[src/rtl/alu_sequencer_if.sv]
// Bundles the instruction-memory port and the ALU operand/result port of alu_sequencer.
interface alu_sequencer_if;
  logic        imem_req;
  logic [31:0] imem_addr;
  logic        imem_ack;
  logic [31:0] imem_rdata;
  logic [6:0]  alu_instr;
  logic [31:0] alu_a;
  logic [31:0] alu_b;
  logic [31:0] alu_reg8;
  logic [15:0] alu_value;
  logic        alu_highlow;
  logic        alu_f1;
  logic        alu_f2;
  logic [31:0] alu_c;
  logic        alu_f3;
  logic        alu_addrch;
  logic [31:0] alu_naddr;

  modport master (
    output imem_req, imem_addr, alu_instr, alu_a, alu_b, alu_reg8,
           alu_value, alu_highlow, alu_f1, alu_f2,
    input  imem_ack, imem_rdata, alu_c, alu_f3, alu_addrch, alu_naddr
  );

  modport slave (
    input  imem_req, imem_addr, alu_instr, alu_a, alu_b, alu_reg8,
           alu_value, alu_highlow, alu_f1, alu_f2,
    output imem_ack, imem_rdata, alu_c, alu_f3, alu_addrch, alu_naddr
  );
endinterface

[src/rtl/alu_sequencer.sv]
// Fetches and decodes instruction words, feeds the ALU from a 16x32 register file
// and 4-bit flag file, and writes results/branch targets back in a 4-cycle loop.
module alu_sequencer #(
  parameter logic [31:0] RESET_PC = 32'h0000_0000,
  parameter int unsigned LINK_REG = 8
) (
  input  logic                   clock,
  input  logic                   reset_n,
  input  logic                   run,
  alu_sequencer_if.master        bus,
  output logic                   halted,
  output logic [31:0]            pc,
  input  logic [3:0]             dbg_sel,
  output logic [31:0]            dbg_data
);
  localparam int unsigned W = 32;
  localparam int unsigned NREG = 16;
  localparam logic [3:0]  LINK_IDX = 4'(LINK_REG);
  localparam logic [6:0]  OP_NOP = 7'd127;
  localparam logic [6:0]  OP_LOAD_A = 7'd5;
  localparam logic [6:0]  OP_LOAD_B = 7'd6;
  localparam logic [6:0]  OP_LAST_WR = 7'd7;
  localparam logic [6:0]  OP_LAST_FLAG = 7'd13;
  localparam logic [6:0]  OP_JUMP = 7'd14;
  localparam logic [6:0]  OP_BRANCH = 7'd15;

  typedef enum logic [2:0] {IDLE, FETCH, DECODE, EXEC, WB, HALT} state_e;

  state_e          state_q, state_d;
  logic [W-1:0]    pc_q, pc_d;
  logic [W-1:0]    regs_q [NREG];
  logic [W-1:0]    regs_d [NREG];
  logic [3:0]      flags_q, flags_d;
  logic [6:0]      op_q, op_d;
  logic [3:0]      rd_q, rd_d;
  logic            req_q, req_d;
  logic [6:0]      instr_q, instr_d;
  logic [W-1:0]    a_q, a_d, b_q, b_d, r8_q, r8_d;
  logic [15:0]     value_q, value_d;
  logic            hl_q, hl_d, f1_q, f1_d, f2_q, f2_d;
  logic            halted_q, halted_d;

  logic [6:0] f_op;
  logic [3:0] f_rd, f_ra, f_rb;
  assign f_op = bus.imem_rdata[31:25];
  assign f_rd = bus.imem_rdata[24:21];
  assign f_ra = bus.imem_rdata[20:17];
  assign f_rb = bus.imem_rdata[16:13];

  // Next-state, datapath and output lookahead
  always_comb begin
    state_d = state_q;
    pc_d    = pc_q;
    regs_d  = regs_q;
    flags_d = flags_q;
    op_d    = op_q;
    rd_d    = rd_q;
    a_d     = a_q;
    b_d     = b_q;
    r8_d    = r8_q;
    value_d = value_q;
    hl_d    = hl_q;
    f1_d    = f1_q;
    f2_d    = f2_q;
    unique case (state_q)
      IDLE: if (run) state_d = FETCH;
      FETCH: begin
        if (bus.imem_ack) begin
          // Operands are read here so they are already valid throughout DECODE
          op_d  = f_op;
          rd_d  = f_rd;
          a_d   = regs_q[f_ra];
          b_d   = regs_q[f_rb];
          r8_d  = regs_q[LINK_IDX];
          f1_d  = flags_q[f_ra[1:0]];
          f2_d  = flags_q[f_rb[1:0]];
          if (f_op == OP_LOAD_A || f_op == OP_LOAD_B) begin
            value_d = bus.imem_rdata[15:0];
            hl_d    = bus.imem_rdata[16];
          end else begin
            value_d = '0;
            hl_d    = 1'b0;
          end
          state_d = DECODE;
        end
      end
      DECODE: state_d = (op_q == OP_NOP) ? HALT : EXEC;
      EXEC:   state_d = WB;
      WB: begin
        if (op_q <= OP_LAST_WR)        regs_d[rd_q] = bus.alu_c;
        else if (op_q <= OP_LAST_FLAG) flags_d[rd_q[1:0]] = bus.alu_f3;
        pc_d = pc_q + 32'd1;
        // addrch is stale for every op except the two branch kinds
        if (op_q == OP_JUMP)                           pc_d = bus.alu_naddr;
        else if (op_q == OP_BRANCH && bus.alu_addrch)  pc_d = regs_q[LINK_IDX];
        state_d = run ? FETCH : IDLE;
      end
      HALT:    state_d = HALT;
      default: state_d = IDLE;
    endcase
    req_d    = (state_d == FETCH);
    instr_d  = (state_d == EXEC) ? op_q : OP_NOP;
    halted_d = (state_d == HALT);
  end

  always_ff @(posedge clock or negedge reset_n) begin
    if (!reset_n) begin
      state_q  <= IDLE;
      pc_q     <= RESET_PC;
      regs_q   <= '{default: '0};
      flags_q  <= '0;
      op_q     <= '0;
      rd_q     <= '0;
      req_q    <= 1'b0;
      instr_q  <= OP_NOP;
      a_q      <= '0;
      b_q      <= '0;
      r8_q     <= '0;
      value_q  <= '0;
      hl_q     <= 1'b0;
      f1_q     <= 1'b0;
      f2_q     <= 1'b0;
      halted_q <= 1'b0;
    end else begin
      state_q  <= state_d;
      pc_q     <= pc_d;
      regs_q   <= regs_d;
      flags_q  <= flags_d;
      op_q     <= op_d;
      rd_q     <= rd_d;
      req_q    <= req_d;
      instr_q  <= instr_d;
      a_q      <= a_d;
      b_q      <= b_d;
      r8_q     <= r8_d;
      value_q  <= value_d;
      hl_q     <= hl_d;
      f1_q     <= f1_d;
      f2_q     <= f2_d;
      halted_q <= halted_d;
    end
  end

  assign bus.imem_req    = req_q;
  assign bus.imem_addr   = pc_q;
  assign bus.alu_instr   = instr_q;
  assign bus.alu_a       = a_q;
  assign bus.alu_b       = b_q;
  assign bus.alu_reg8    = r8_q;
  assign bus.alu_value   = value_q;
  assign bus.alu_highlow = hl_q;
  assign bus.alu_f1      = f1_q;
  assign bus.alu_f2      = f2_q;
  assign halted          = halted_q;
  assign pc              = pc_q;
  assign dbg_data        = regs_q[dbg_sel];
endmodule

[src/flat_wrapper.sv]
// flat-port wrapper written by rule: the top's interface ports become plain ports
module alu_sequencer_flat 
#(
  parameter logic [31:0] RESET_PC = 32'h0000_0000,
  parameter int unsigned LINK_REG = 8
)
  (clock, reset_n, run, halted, pc, dbg_sel, dbg_data, bus_imem_req, bus_imem_addr, bus_alu_instr, bus_alu_a, bus_alu_b, bus_alu_reg8, bus_alu_value, bus_alu_highlow, bus_alu_f1, bus_alu_f2, bus_imem_ack, bus_imem_rdata, bus_alu_c, bus_alu_f3, bus_alu_addrch, bus_alu_naddr);
  alu_sequencer_if bus_i ();
  input  logic clock;
  input  logic reset_n;
  input  logic run;
  output logic halted;
  output logic [31:0] pc;
  input  logic [3:0] dbg_sel;
  output logic [31:0] dbg_data;
  output wire logic [$bits(bus_i.imem_req)-1:0] bus_imem_req;
  output wire logic [$bits(bus_i.imem_addr)-1:0] bus_imem_addr;
  output wire logic [$bits(bus_i.alu_instr)-1:0] bus_alu_instr;
  output wire logic [$bits(bus_i.alu_a)-1:0] bus_alu_a;
  output wire logic [$bits(bus_i.alu_b)-1:0] bus_alu_b;
  output wire logic [$bits(bus_i.alu_reg8)-1:0] bus_alu_reg8;
  output wire logic [$bits(bus_i.alu_value)-1:0] bus_alu_value;
  output wire logic [$bits(bus_i.alu_highlow)-1:0] bus_alu_highlow;
  output wire logic [$bits(bus_i.alu_f1)-1:0] bus_alu_f1;
  output wire logic [$bits(bus_i.alu_f2)-1:0] bus_alu_f2;
  input wire logic [$bits(bus_i.imem_ack)-1:0] bus_imem_ack;
  input wire logic [$bits(bus_i.imem_rdata)-1:0] bus_imem_rdata;
  input wire logic [$bits(bus_i.alu_c)-1:0] bus_alu_c;
  input wire logic [$bits(bus_i.alu_f3)-1:0] bus_alu_f3;
  input wire logic [$bits(bus_i.alu_addrch)-1:0] bus_alu_addrch;
  input wire logic [$bits(bus_i.alu_naddr)-1:0] bus_alu_naddr;
  assign bus_imem_req = bus_i.imem_req;
  assign bus_imem_addr = bus_i.imem_addr;
  assign bus_alu_instr = bus_i.alu_instr;
  assign bus_alu_a = bus_i.alu_a;
  assign bus_alu_b = bus_i.alu_b;
  assign bus_alu_reg8 = bus_i.alu_reg8;
  assign bus_alu_value = bus_i.alu_value;
  assign bus_alu_highlow = bus_i.alu_highlow;
  assign bus_alu_f1 = bus_i.alu_f1;
  assign bus_alu_f2 = bus_i.alu_f2;
  assign bus_i.imem_ack = bus_imem_ack;
  assign bus_i.imem_rdata = bus_imem_rdata;
  assign bus_i.alu_c = bus_alu_c;
  assign bus_i.alu_f3 = bus_alu_f3;
  assign bus_i.alu_addrch = bus_alu_addrch;
  assign bus_i.alu_naddr = bus_alu_naddr;
  alu_sequencer #(.RESET_PC(RESET_PC), .LINK_REG(LINK_REG)) u_core (.clock(clock), .reset_n(reset_n), .run(run), .bus(bus_i), .halted(halted), .pc(pc), .dbg_sel(dbg_sel), .dbg_data(dbg_data));
endmodule
[config.mk]
export PLATFORM = sky130hd
export DESIGN_NAME = alu_sequencer_flat
export DESIGN_NICKNAME = d
export VERILOG_FILES = /design/src/rtl/alu_sequencer_if.sv /design/src/rtl/alu_sequencer.sv /design/src/flat_wrapper.sv
export SDC_FILE = /design/constraint.sdc
export NUM_CORES = 1
export LEC_CHECK = 0
export CAP_MARGIN = 20
export CELL_PAD_IN_SITES_DETAIL_PLACEMENT = 2
export CELL_PAD_IN_SITES_GLOBAL_PLACEMENT = 2
export CORE_ASPECT_RATIO = 1.4
export CORE_MARGIN = 2
export CORE_UTILIZATION = 40
export DETAILED_ROUTE_END_ITERATION = 8
export PLACE_DENSITY = 0.83
export SETUP_SLACK_MARGIN = 0.15
export SLEW_MARGIN = 5
export SYNTH_ARGS = -nofsm -noshare
export SYNTH_HDL_FRONTEND = slang
export SYNTH_SLANG_ARGS = --single-unit
[constraint.sdc]
create_clock -name clock -period 2.9 [get_ports clock]
set_clock_uncertainty 0.05 [all_clocks]
set_input_delay 0.29 -clock clock [delete_from_list [all_inputs] [get_ports clock]]
set_output_delay 0.29 -clock clock [all_outputs]
set_load 0.01 [all_outputs]
==> results_dict.tcl, run 1 <==
set metrics [dict create \
    status "finished clean" \
    fp.dieH_um 370 \
    timing.final.max_slew_violations 0 \
    global_route.peak_usage_layer "met2" \
    fin_crit_sh 0.973 \
    worst_setup_path_start_kind "register" \
    detailedPlace.worstSlack_ns 0.0812 \
    netlist_top_cells_area "sky130_fd_sc_hd__dfrtp_1, sky130_fd_sc_hd__mux4_2, sky130_fd_sc_hd__mux2_2" \
    r2r-end "u_core.regs_q[441]" \
    antenna_found_initial 17 \
    tightestPinTransition_ns 0.925 \
    grt_max_degree 105 \
    grt_pass1_wl_mm 256 \
    cts.reportedPaths.clkPinSlew_ns 0.07 \
    root_buffer "sky130_fd_sc_hd__clkbuf_16" \
    final_layout_size_suffix_gt1_frac 0.461 \
    drc_errors 0 \
    synth_edf_count 0 \
    final.fill_count 8551 \
    grt_util_met1 0.415 \
    min_period_ns 2.82 \
    synth_largest_area_cell "sky130_fd_sc_hd__dfrtp_1" \
    crit_fanout 4 \
    cts_max_level 3 \
    starting_density_of_the_core 0.402 \
    max_freq_mhz 354 \
    grt_pass1_vias 33900 \
    endpoint_kind "output port" \
    setup_violations 0 \
    die_width_um 265 \
    rsz0062_at_grt "yes" \
    data_required_time_of_the_worst_path_ns 2.56 \
    dr_total_vias 30800 \
    std_cell_rows 134 \
    pin_count 326 \
    post-synth-top-count-cell "sky130_fd_sc_hd__dfrtp_1" \
    mappedNetlistArea_um2 38200 \
    postSynthNetCount 2742 \
    ys.flop_type "sky130_fd_sc_hd__dfrtp_1" \
    first_iter_violations 3639 \
    synth-seq-cells 686 \
    criticalPathCategory "reg -> out" \
    drtAntennaViolNets 0 \
    p_total_mw 35.6 \
    dp.final_hpwl_mm 101 \
    global_route.usage.met2 0.599 \
    netlist_top_cells_count "sky130_fd_sc_hd__dfrtp_1, sky130_fd_sc_hd__mux2_2, sky130_fd_sc_hd__mux4_2, sky130_fd_sc_hd__nand2_1, sky130_fd_sc_hd__clkbuf_1" \
    fin_cells 4305 \
    power_per_cell_area_nw_per_um2 759 \
    timing.reg2reg.worst_path_depth 5 \
    hp-class "in -> async" \
    slew-limit-headroom 0.383 \
    yosysWarningCount 0 \
    wl_per_cell_um 42.6 \
    placeable_area_um2 95100 \
    synth_cell_type_count 72 \
    seq_area_frac_synth 0.449 \
    multi_input_area_um2 19900 \
    async_flop_share 1.00 \
    arrival_ns 2.48 \
    timing.hold.ws_ns 0.0631 \
    areaGrowthSynthToFinish_pct 22.7 \
    tritoncts.num_buffers 73 \
    worst_ir_drop_vdd_mv 0.387 \
    synth.top_cell.area_share 0.445 \
    clock_latency_ns 0.69 \
    total_global_routing_track_utilization 0.362 \
    grt.overflow.total 0 \
    numPlacedInstances 4067 \
    globalRouteMet3Util 0.0959 \
    hold_violations 0 \
    p_leak_nw 19.7 \
    post_layout_net_count 3130 \
    area.sequential_um2 17200 \
    tritoncts_num_sinks 686 \
    r2r_setup_slack_ns 0.20 \
    final_setup_margin_ns 0.0777 \
    cts_tree "built" \
    cts_buffer_depth 3 \
    timing_startpoint_of_the_critical_path "u_core.regs_q[175]" \
    die-area_um2 98100 \
    dr.pass1.iters 5 \
    detail_route.vias_per_cell 7.14 \
    synthCells 2635 \
    route.final.wire_length_mm 183 \
    max_cap_viol_count 0 \
    setup_tns_ns 0 \
    post_synth.cell_area_avg_um2 14.5 \
    r2r_start "u_core.op_q[3]" \
    gp_routability_congestion 0.873 \
    number_of_port_buffers 325 \
]
-- critical path, stage by stage (launching register included) --
cell,delay [ns]
sky130_fd_sc_hd__dfrtp_1,0.44
sky130_fd_sc_hd__mux4_2,0.51
sky130_fd_sc_hd__mux4_2,0.50
sky130_fd_sc_hd__dlygate4sd2_1,0.34
-- power breakdown --
part	internal (mW)	switching, mW	total, mW
clock network	6.14	4.57	10.7
logic	5.38	5.48	10.9
registers	11.4	2.62	14.1
-- cell usage in the layout (no fill, tap or decap), drive strengths merged, types with 5 or more instances in the layout --
cell type and n:
a31oi 5, or2 10, o21ai 15, xnor2 9, nand4 19, a21oi 19
nor2b 5, xor2 7, dfrtp 679, clkinv 12, nand3 25, bufinv 10
clkdlybuf4s50 282, nor2 31, mux2 516, dfstp 7, o22ai 12, nand2b 5
buf 286, mux4 414, or3 5, clkdlybuf4s15 15, clkbuf 108, mux2i 76
nor4 18, nand2 235, a22o 19, a211o 6, and3 11, clkinvlp 5
nor3 16, a221oi 8, inv 8, a22oi 68, o211ai 68
-- final cells by class --
cell class,instances,share of cell area
clock buffer,102,0.0462
tap,1224,0.0326
multi-input combinational,1664,0.424
timing repair buffer,592,0.121
antenna,2,0.000107
clock inverter,29,0.00909
inverter,6,0.000480
sequential,686,0.367
-- metal layers --
metal	part of all wire	up-vias
met5	0.00052	-
met4	0.076	16
met2	0.48	2414
li1	-	11100
met1	0.35	16400
met3	0.092	839
-- stage by stage --
stage / utilization / cell area [um2]
floorplan: - / 38200
CTS: 0.491 / 46700
detailed placement: 0.458 / 43500
global route: 0.493 / 46900
finish: 0.493 / 46900
global placement: 0.458 / 43500
-- state kept, by name, indices dropped and copies added (netlist names), 4 cells and up --
name	cells
u_core.bus.alu_value	16
u_core.bus.alu_a	32
u_core.rd_q	4
u_core.flags_q	4
u_core.bus.alu_reg8	32
u_core.bus.alu_b	32
u_core.regs_q	512
u_core.bus.imem_addr	32
u_core.bus.alu_instr	7
u_core.op_q	7
-- what timing repair did --
| item | 4_1_cts | 5_1_grt |
|---|---|---|
| gates resized for setup | 111 | 22 |
| endpoints found under the hold margin | 222 | 0 |
| endpoints found under the setup margin | 32 | 52 |
| hold buffers | 1 | 0 |
| buffers inserted | 76 | 28 |
-- worst max-delay path by stage --
stage / endpoint / slack, ns / depth (start not counted)
2_1_floorplan: dbg_data[30] / 0.40 / 4
3_3_place_gp: dbg_data[23] / 0.12 / 5
3_5_place_dp: dbg_data[23] / 0.08 / 5
4_1_cts: dbg_data[15] / 0.02 / 3
5_1_grt: dbg_data[15] / 0.06 / 3
6_report: dbg_data[15] / 0.08 / 3
-- cells by family after synthesis --
logic type	after synthesis	synth area share
compound gates	240	0.0461
xor+xnor	16	0.00367
fa+ha+maj	1	0.000327
simple gates	401	0.0514
flops	686	0.449
mux	1006	0.416
buf+inv	285	0.0333
Power figures use the tool's default switching activity.
==> run 2: changes to the inputs <==
--- a/config.mk
+++ b/config.mk
@@ -12,7 +12,7 @@
 export CORE_MARGIN = 2
 export CORE_UTILIZATION = 40
 export DETAILED_ROUTE_END_ITERATION = 8
-export PLACE_DENSITY = 0.83
+export PLACE_DENSITY_LB_ADDON = 0.1
 export SETUP_SLACK_MARGIN = 0.15
 export SLEW_MARGIN = 5
 export SYNTH_ARGS = -nofsm -noshare
==> run 2 against run 1 <==
Effect of this change: cell area shrank 1.2%; largest cell class unchanged; critical endpoint is now dbg_data[31]; highest routed layer unchanged; worst setup slack better by 0.11 ns; utilization fell by 0.58 points.
==> results_dict.tcl, run 2 (synthesis gave the netlist of run 1 again) <==
set metrics [dict create \
    largest-register "u_core.regs_q" \
    fin_cells 4218 \
    fp.dieH_um 370 \
    number_of_port_buffers 325 \
    max_freq_mhz 368 \
    max_cap_viol_count 0 \
    setup_tns_ns 0 \
    numPlacedInstances 4049 \
    dr.pass1.iters 5 \
    slew-limit-headroom 0.456 \
    root_buffer "sky130_fd_sc_hd__clkbuf_16" \
    tritoncts_num_sinks 686 \
    mostFrequentLayoutCells "sky130_fd_sc_hd__dfrtp_1, sky130_fd_sc_hd__mux2_2, sky130_fd_sc_hd__mux4_2" \
    worst_ir_drop_vdd_mv 0.581 \
    starting_density_of_the_core 0.402 \
    tritoncts.num_buffers 75 \
    pin_count 326 \
    post_layout_net_count 3039 \
    antenna_found_initial 6 \
    rsz0062_at_grt "no" \
    total_global_routing_track_utilization 0.300 \
    final_layout_size_suffix_gt1_frac 0.432 \
    cts_buffer_depth 3 \
    wl_per_cell_um 34.2 \
    layout_commonest_cell "sky130_fd_sc_hd__dfrtp_1" \
    die-area_um2 98100 \
    drtAntennaViolNets 0 \
    critPathMostFrequentCell "sky130_fd_sc_hd__mux4_2" \
    first_iter_violations 2017 \
    hp-class "in -> async" \
    tightestPinTransition_ns 0.816 \
    std_cell_rows 134 \
    worstPathCellList "mux4_2 -> mux4_2 -> clkdlybuf4s15_1" \
    grt.overflow.total 0 \
    timing.final.max_slew_violations 0 \
    route.final.wire_length_mm 144 \
    hold_violations 0 \
    setup_violations 0 \
    data_required_time_of_the_worst_path_ns 2.56 \
    cts_tree "built" \
    area.sequential_um2 17200 \
    grt_pass1_wl_mm 214 \
    drc_errors 0 \
    cts.reportedPaths.clkPinSlew_ns 0.06 \
    arrival_ns 2.38 \
    worst_setup_path_start_kind "register" \
    status "finished clean" \
    gp_routability_congestion 0.851 \
    grt_pass1_vias 30400 \
    critical_path_slowest_stage_cell "sky130_fd_sc_hd__mux4_2" \
    largest_register_ffs 512 \
    multi_input_area_um2 19900 \
    placeable_area_um2 95100 \
    fin_crit_sh 0.936 \
    clock_latency_ns 0.67 \
    final.fill_count 8752 \
    critical_path.max_stage_delay_ns 0.54 \
    p_total_mw 33.6 \
    areaGrowthSynthToFinish_pct 21.3 \
    timing.reg2reg.worst_path_depth 5 \
    die_width_um 265 \
    crit_fanout 4 \
    endpoint_kind "output port" \
    cts_max_level 3 \
    final_util 0.488 \
    dr_total_vias 27000 \
    criticalPathCategory "reg -> out" \
    detail_route.vias_per_cell 6.40 \
    grt_max_degree 100 \
    dp.final_hpwl_mm 93.4 \
    power_per_cell_area_nw_per_um2 725 \
    min_period_ns 2.72 \
    p_leak_nw 19.3 \
]
-- run 2: final timing paths --
path	slack [ns]	startpoint	endpoint
worst min-delay path	0.13	reset_n	u_core.bus.alu_reg8[7]
min in group clock	0.19	bus_alu_naddr[7]	u_core.bus.imem_addr[7]
max in group asynchronous	1.59	reset_n	u_core.bus.alu_instr[1]
worst max-delay path	0.18	u_core.regs_q[447]	dbg_data[31]
worst max register to register	0.33	u_core.state_q[1]	u_core.regs_q[368]
worst min register to register	0.43	u_core.bus.alu_reg8[13]	u_core.bus.alu_reg8[13]
-- run 2: layout make-up --
class / instances / area share
sequential: 686 / 0.371
multi-input combinational: 1664 / 0.428
timing repair buffer: 499 / 0.111
clock buffer: 108 / 0.0478
antenna: 1 / 0.0000540
inverter: 6 / 0.000486
clock inverter: 30 / 0.00861
tap: 1224 / 0.0330
-- run 2: worst max-delay path, delay by kind of cell, from the launching register on --
| family | cells | cell delay (ns) |
|---|---|---|
| buffers and inverters | 1 | 0.27 |
| flip-flops | 1 | 0.42 |
| multiplexers | 2 | 1.02 |
-- run 2: repair_timing --
action / in CTS / in global routing
endpoints found under the setup margin: 32 / 7
buffers inserted: 27 / 2
hold buffers: 1 / 0
gates resized for setup: 78 / 6
gates cloned: 0 / 0
hold endpoints to repair: 41 / 0
-- run 2: power breakdown --
group | internal [mW] | switching, mW
Clock | 6.06 | 4.23
Sequential | 11.4 | 2.09
Combinational | 5.21 | 4.57
-- run 2: metrics by stage --
step                hold slack (ns)  setup slack (ns)  instance area, um2
floorplan                   -0.0556             0.400               38200
global placement              0.247             0.169               43500
detailed placement            0.257             0.131               43500
CTS                           0.141            0.0949               46300
global route                  0.189             0.152               46400
finish                        0.125             0.184               46400
-- run 2: metal layers --
layer,part of all wire,GRT usage
met1,0.40,0.383
met4,0.037,0.116
met3,0.047,0.0388
met5,0.00027,0
met2,0.51,0.519
==> run 3: changes to the inputs <==
--- a/config.mk
+++ b/config.mk
@@ -9,7 +9,6 @@
 export CELL_PAD_IN_SITES_DETAIL_PLACEMENT = 2
 export CELL_PAD_IN_SITES_GLOBAL_PLACEMENT = 2
 export CORE_ASPECT_RATIO = 1.4
-export CORE_MARGIN = 2
 export CORE_UTILIZATION = 40
 export DETAILED_ROUTE_END_ITERATION = 8
 export PLACE_DENSITY_LB_ADDON = 0.1
==> run 3 against run 2 <==
Effect of this change: utilization up 0.91 points; clock power increased by 7%; sequential power about the same; worst setup slack better by 0.0060 ns; sequential share of layout area is 0.39 points lower; critical endpoint is now dbg_data[10]; via count increased by 1.2%; register-to-register slack got worse by 0.06 ns.
==> results_dict.tcl, run 3 (synthesis gave the netlist of run 1 again) <==
set metrics [dict create \
    setup_tns_ns 0 \
    cts.reportedPaths.clkPinSlew_ns 0.06 \
    tightestPinTransition_ns 0.855 \
    postLayoutCellArea_um2 46900 \
    die-area_um2 96800 \
    gp_routability_congestion 0.837 \
    max_cap_viol_count 0 \
    first_iter_violations 1770 \
    dr.pass1.iters 5 \
    data_required_time_of_the_worst_path_ns 2.56 \
    total_global_routing_track_utilization 0.310 \
    dr_total_vias 27300 \
    grt_pass1_wl_mm 220 \
    numPlacedInstances 4048 \
    n_antenna_cell 0 \
    final_layout_size_suffix_gt1_frac 0.442 \
    drtAntennaViolNets 0 \
    setup_violations 0 \
    endpoint_kind "output port" \
    criticalPathCategory "reg -> out" \
    largest_register_ffs 512 \
    largest-register "u_core.regs_q" \
    tritoncts_num_sinks 686 \
    mostFrequentLayoutCells "sky130_fd_sc_hd__dfrtp_1, sky130_fd_sc_hd__mux2_2, sky130_fd_sc_hd__mux4_2" \
    dp.final_hpwl_mm 94.4 \
    clock_latency_ns 0.66 \
    grt_pass1_vias 30800 \
    detail_route.vias_per_cell 6.44 \
    fin_crit_sh 0.934 \
    fp.dieH_um 368 \
    status "finished clean" \
    die_width_um 263 \
    min_period_ns 2.71 \
    cts_max_level 3 \
    power_per_cell_area_nw_per_um2 734 \
    antenna_found_initial 6 \
    placement.cell_area_um2 43700 \
    fin_cells 4241 \
    root_buffer "sky130_fd_sc_hd__clkbuf_16" \
    placeable_area_um2 94400 \
    std_cell_rows 133 \
    number_of_port_buffers 325 \
    drc_errors 0 \
    timing.final.max_slew_violations 0 \
    max_freq_mhz 369 \
    hold_violations 0 \
    grt_max_degree 79 \
    worst_setup_path_start_kind "register" \
    starting_density_of_the_core 0.405 \
    p_leak_nw 19.6 \
    crit_fanout 4 \
    final_util 0.497 \
    layout_commonest_cell "sky130_fd_sc_hd__dfrtp_1" \
    post_layout_net_count 3073 \
    worst_ir_drop_vdd_mv 0.428 \
    cts_buffer_depth 3 \
    wl_per_cell_um 34.8 \
    pin_count 326 \
    timing.hold.ws_ns 0.165 \
    route.final.wire_length_mm 148 \
    tritoncts.num_buffers 77 \
    areaGrowthSynthToFinish_pct 22.6 \
    r2r_start "u_core.bus.imem_addr[7]" \
    arrival_ns 2.37 \
    hp-class "in -> async" \
    grt.overflow.total 0 \
    timing_startpoint_of_the_critical_path "u_core.regs_q[42]" \
    cts_tree "built" \
    slew-limit-headroom 0.430 \
    rsz0062_at_grt "no" \
]
==> run 3: cell count changes in the layout (fill, tap and decap cells not counted), moves of 3 or more <==
| cell | before | now |
|---|---|---|
| sky130_fd_sc_hd__buf_12 | 48 | 57 |
| sky130_fd_sc_hd__buf_8 | 4 | 1 |
| sky130_fd_sc_hd__dfrtp_2 | 15 | 21 |
| sky130_fd_sc_hd__bufinv_16 | 8 | 15 |
| sky130_fd_sc_hd__clkinvlp_4 | 0 | 3 |
| sky130_fd_sc_hd__dfrtp_1 | 664 | 658 |
| sky130_fd_sc_hd__clkbuf_8 | 15 | 22 |
| sky130_fd_sc_hd__clkbuf_1 | 15 | 10 |
| sky130_fd_sc_hd__inv_6 | 5 | 2 |
| sky130_fd_sc_hd__buf_4 | 128 | 149 |
==> run 3: metal layers <==
| layer | vias to the layer above | GRT usage | part of all wire | wire [um] |
|---|---|---|---|---|
| met5 | - | 0 | 0.00038 | 56 |
| met4 | 8 | 0.114 | 0.036 | 5370 |
| met3 | 291 | 0.0509 | 0.055 | 8120 |
| met2 | 982 | 0.540 | 0.52 | 76100 |
| met1 | 15100 | 0.387 | 0.39 | 57900 |
| li1 | 10900 | - | - | - |
==> run 3: cell type report <==
type                       count  area, um2
clock buffer                 106       2230
clock inverter                33        559
fill                        8667      47500
inverter                       6       22.5
multi-input combinational   1664      19900
sequential                   686      17200
tap                         1215       1520
timing repair buffer         531       5480
==> run 3: critical path, stage by stage, from the launching register on <==
cell and delay, ns:
sky130_fd_sc_hd__dfrtp_1 0.41, sky130_fd_sc_hd__mux4_2 0.47, sky130_fd_sc_hd__mux4_2 0.56, sky130_fd_sc_hd__clkdlybuf4s15_2 0.26
==> run 3: what timing repair did <==
item                       CTS  global route
hold endpoints to repair    37             0
setup buffers               32            21
cloned                       0             0
resized for setup           81            12
setup endpoints to repair   32            39
hold buffers                 1             0
==> run 3: final timing paths <==
check                                           endpoint  depth (start not counted)  slack (ns)
worst min-delay path             u_core.bus.alu_value[9]                          2        0.17
min in group clock                  u_core.bus.alu_a[29]                          3        0.18
worst min register to register   u_core.bus.alu_reg8[20]                          2        0.43
worst max-delay path                        dbg_data[10]                          3        0.19
max in group asynchronous             u_core.regs_q[463]                          4        1.62
worst max register to register  u_core.bus.imem_addr[19]                          5        0.27
==> run 3: report_power, final <==
| group | switching [mW] | leakage (nW) | internal [mW] |
|---|---|---|---|
| sequential | 2.08 | 8.78 | 11.4 |
| clock | 4.29 | 1.37 | 6.70 |
| combinational | 4.63 | 9.44 | 5.25 |
| total | 11.0 | 19.6 | 23.4 |
==> run 3: per-stage QoR <==
| step | total power, mW | setup WS, ns |
|---|---|---|
| 2_1_floorplan | 18.5 | 0.400 |
| 3_3_place_gp | 22.8 | 0.145 |
| 3_5_place_dp | 23.4 | 0.112 |
| 4_1_cts | 34.6 | 0.116 |
| 5_1_grt | 35.8 | 0.143 |
| 6_report | 34.4 | 0.190 |
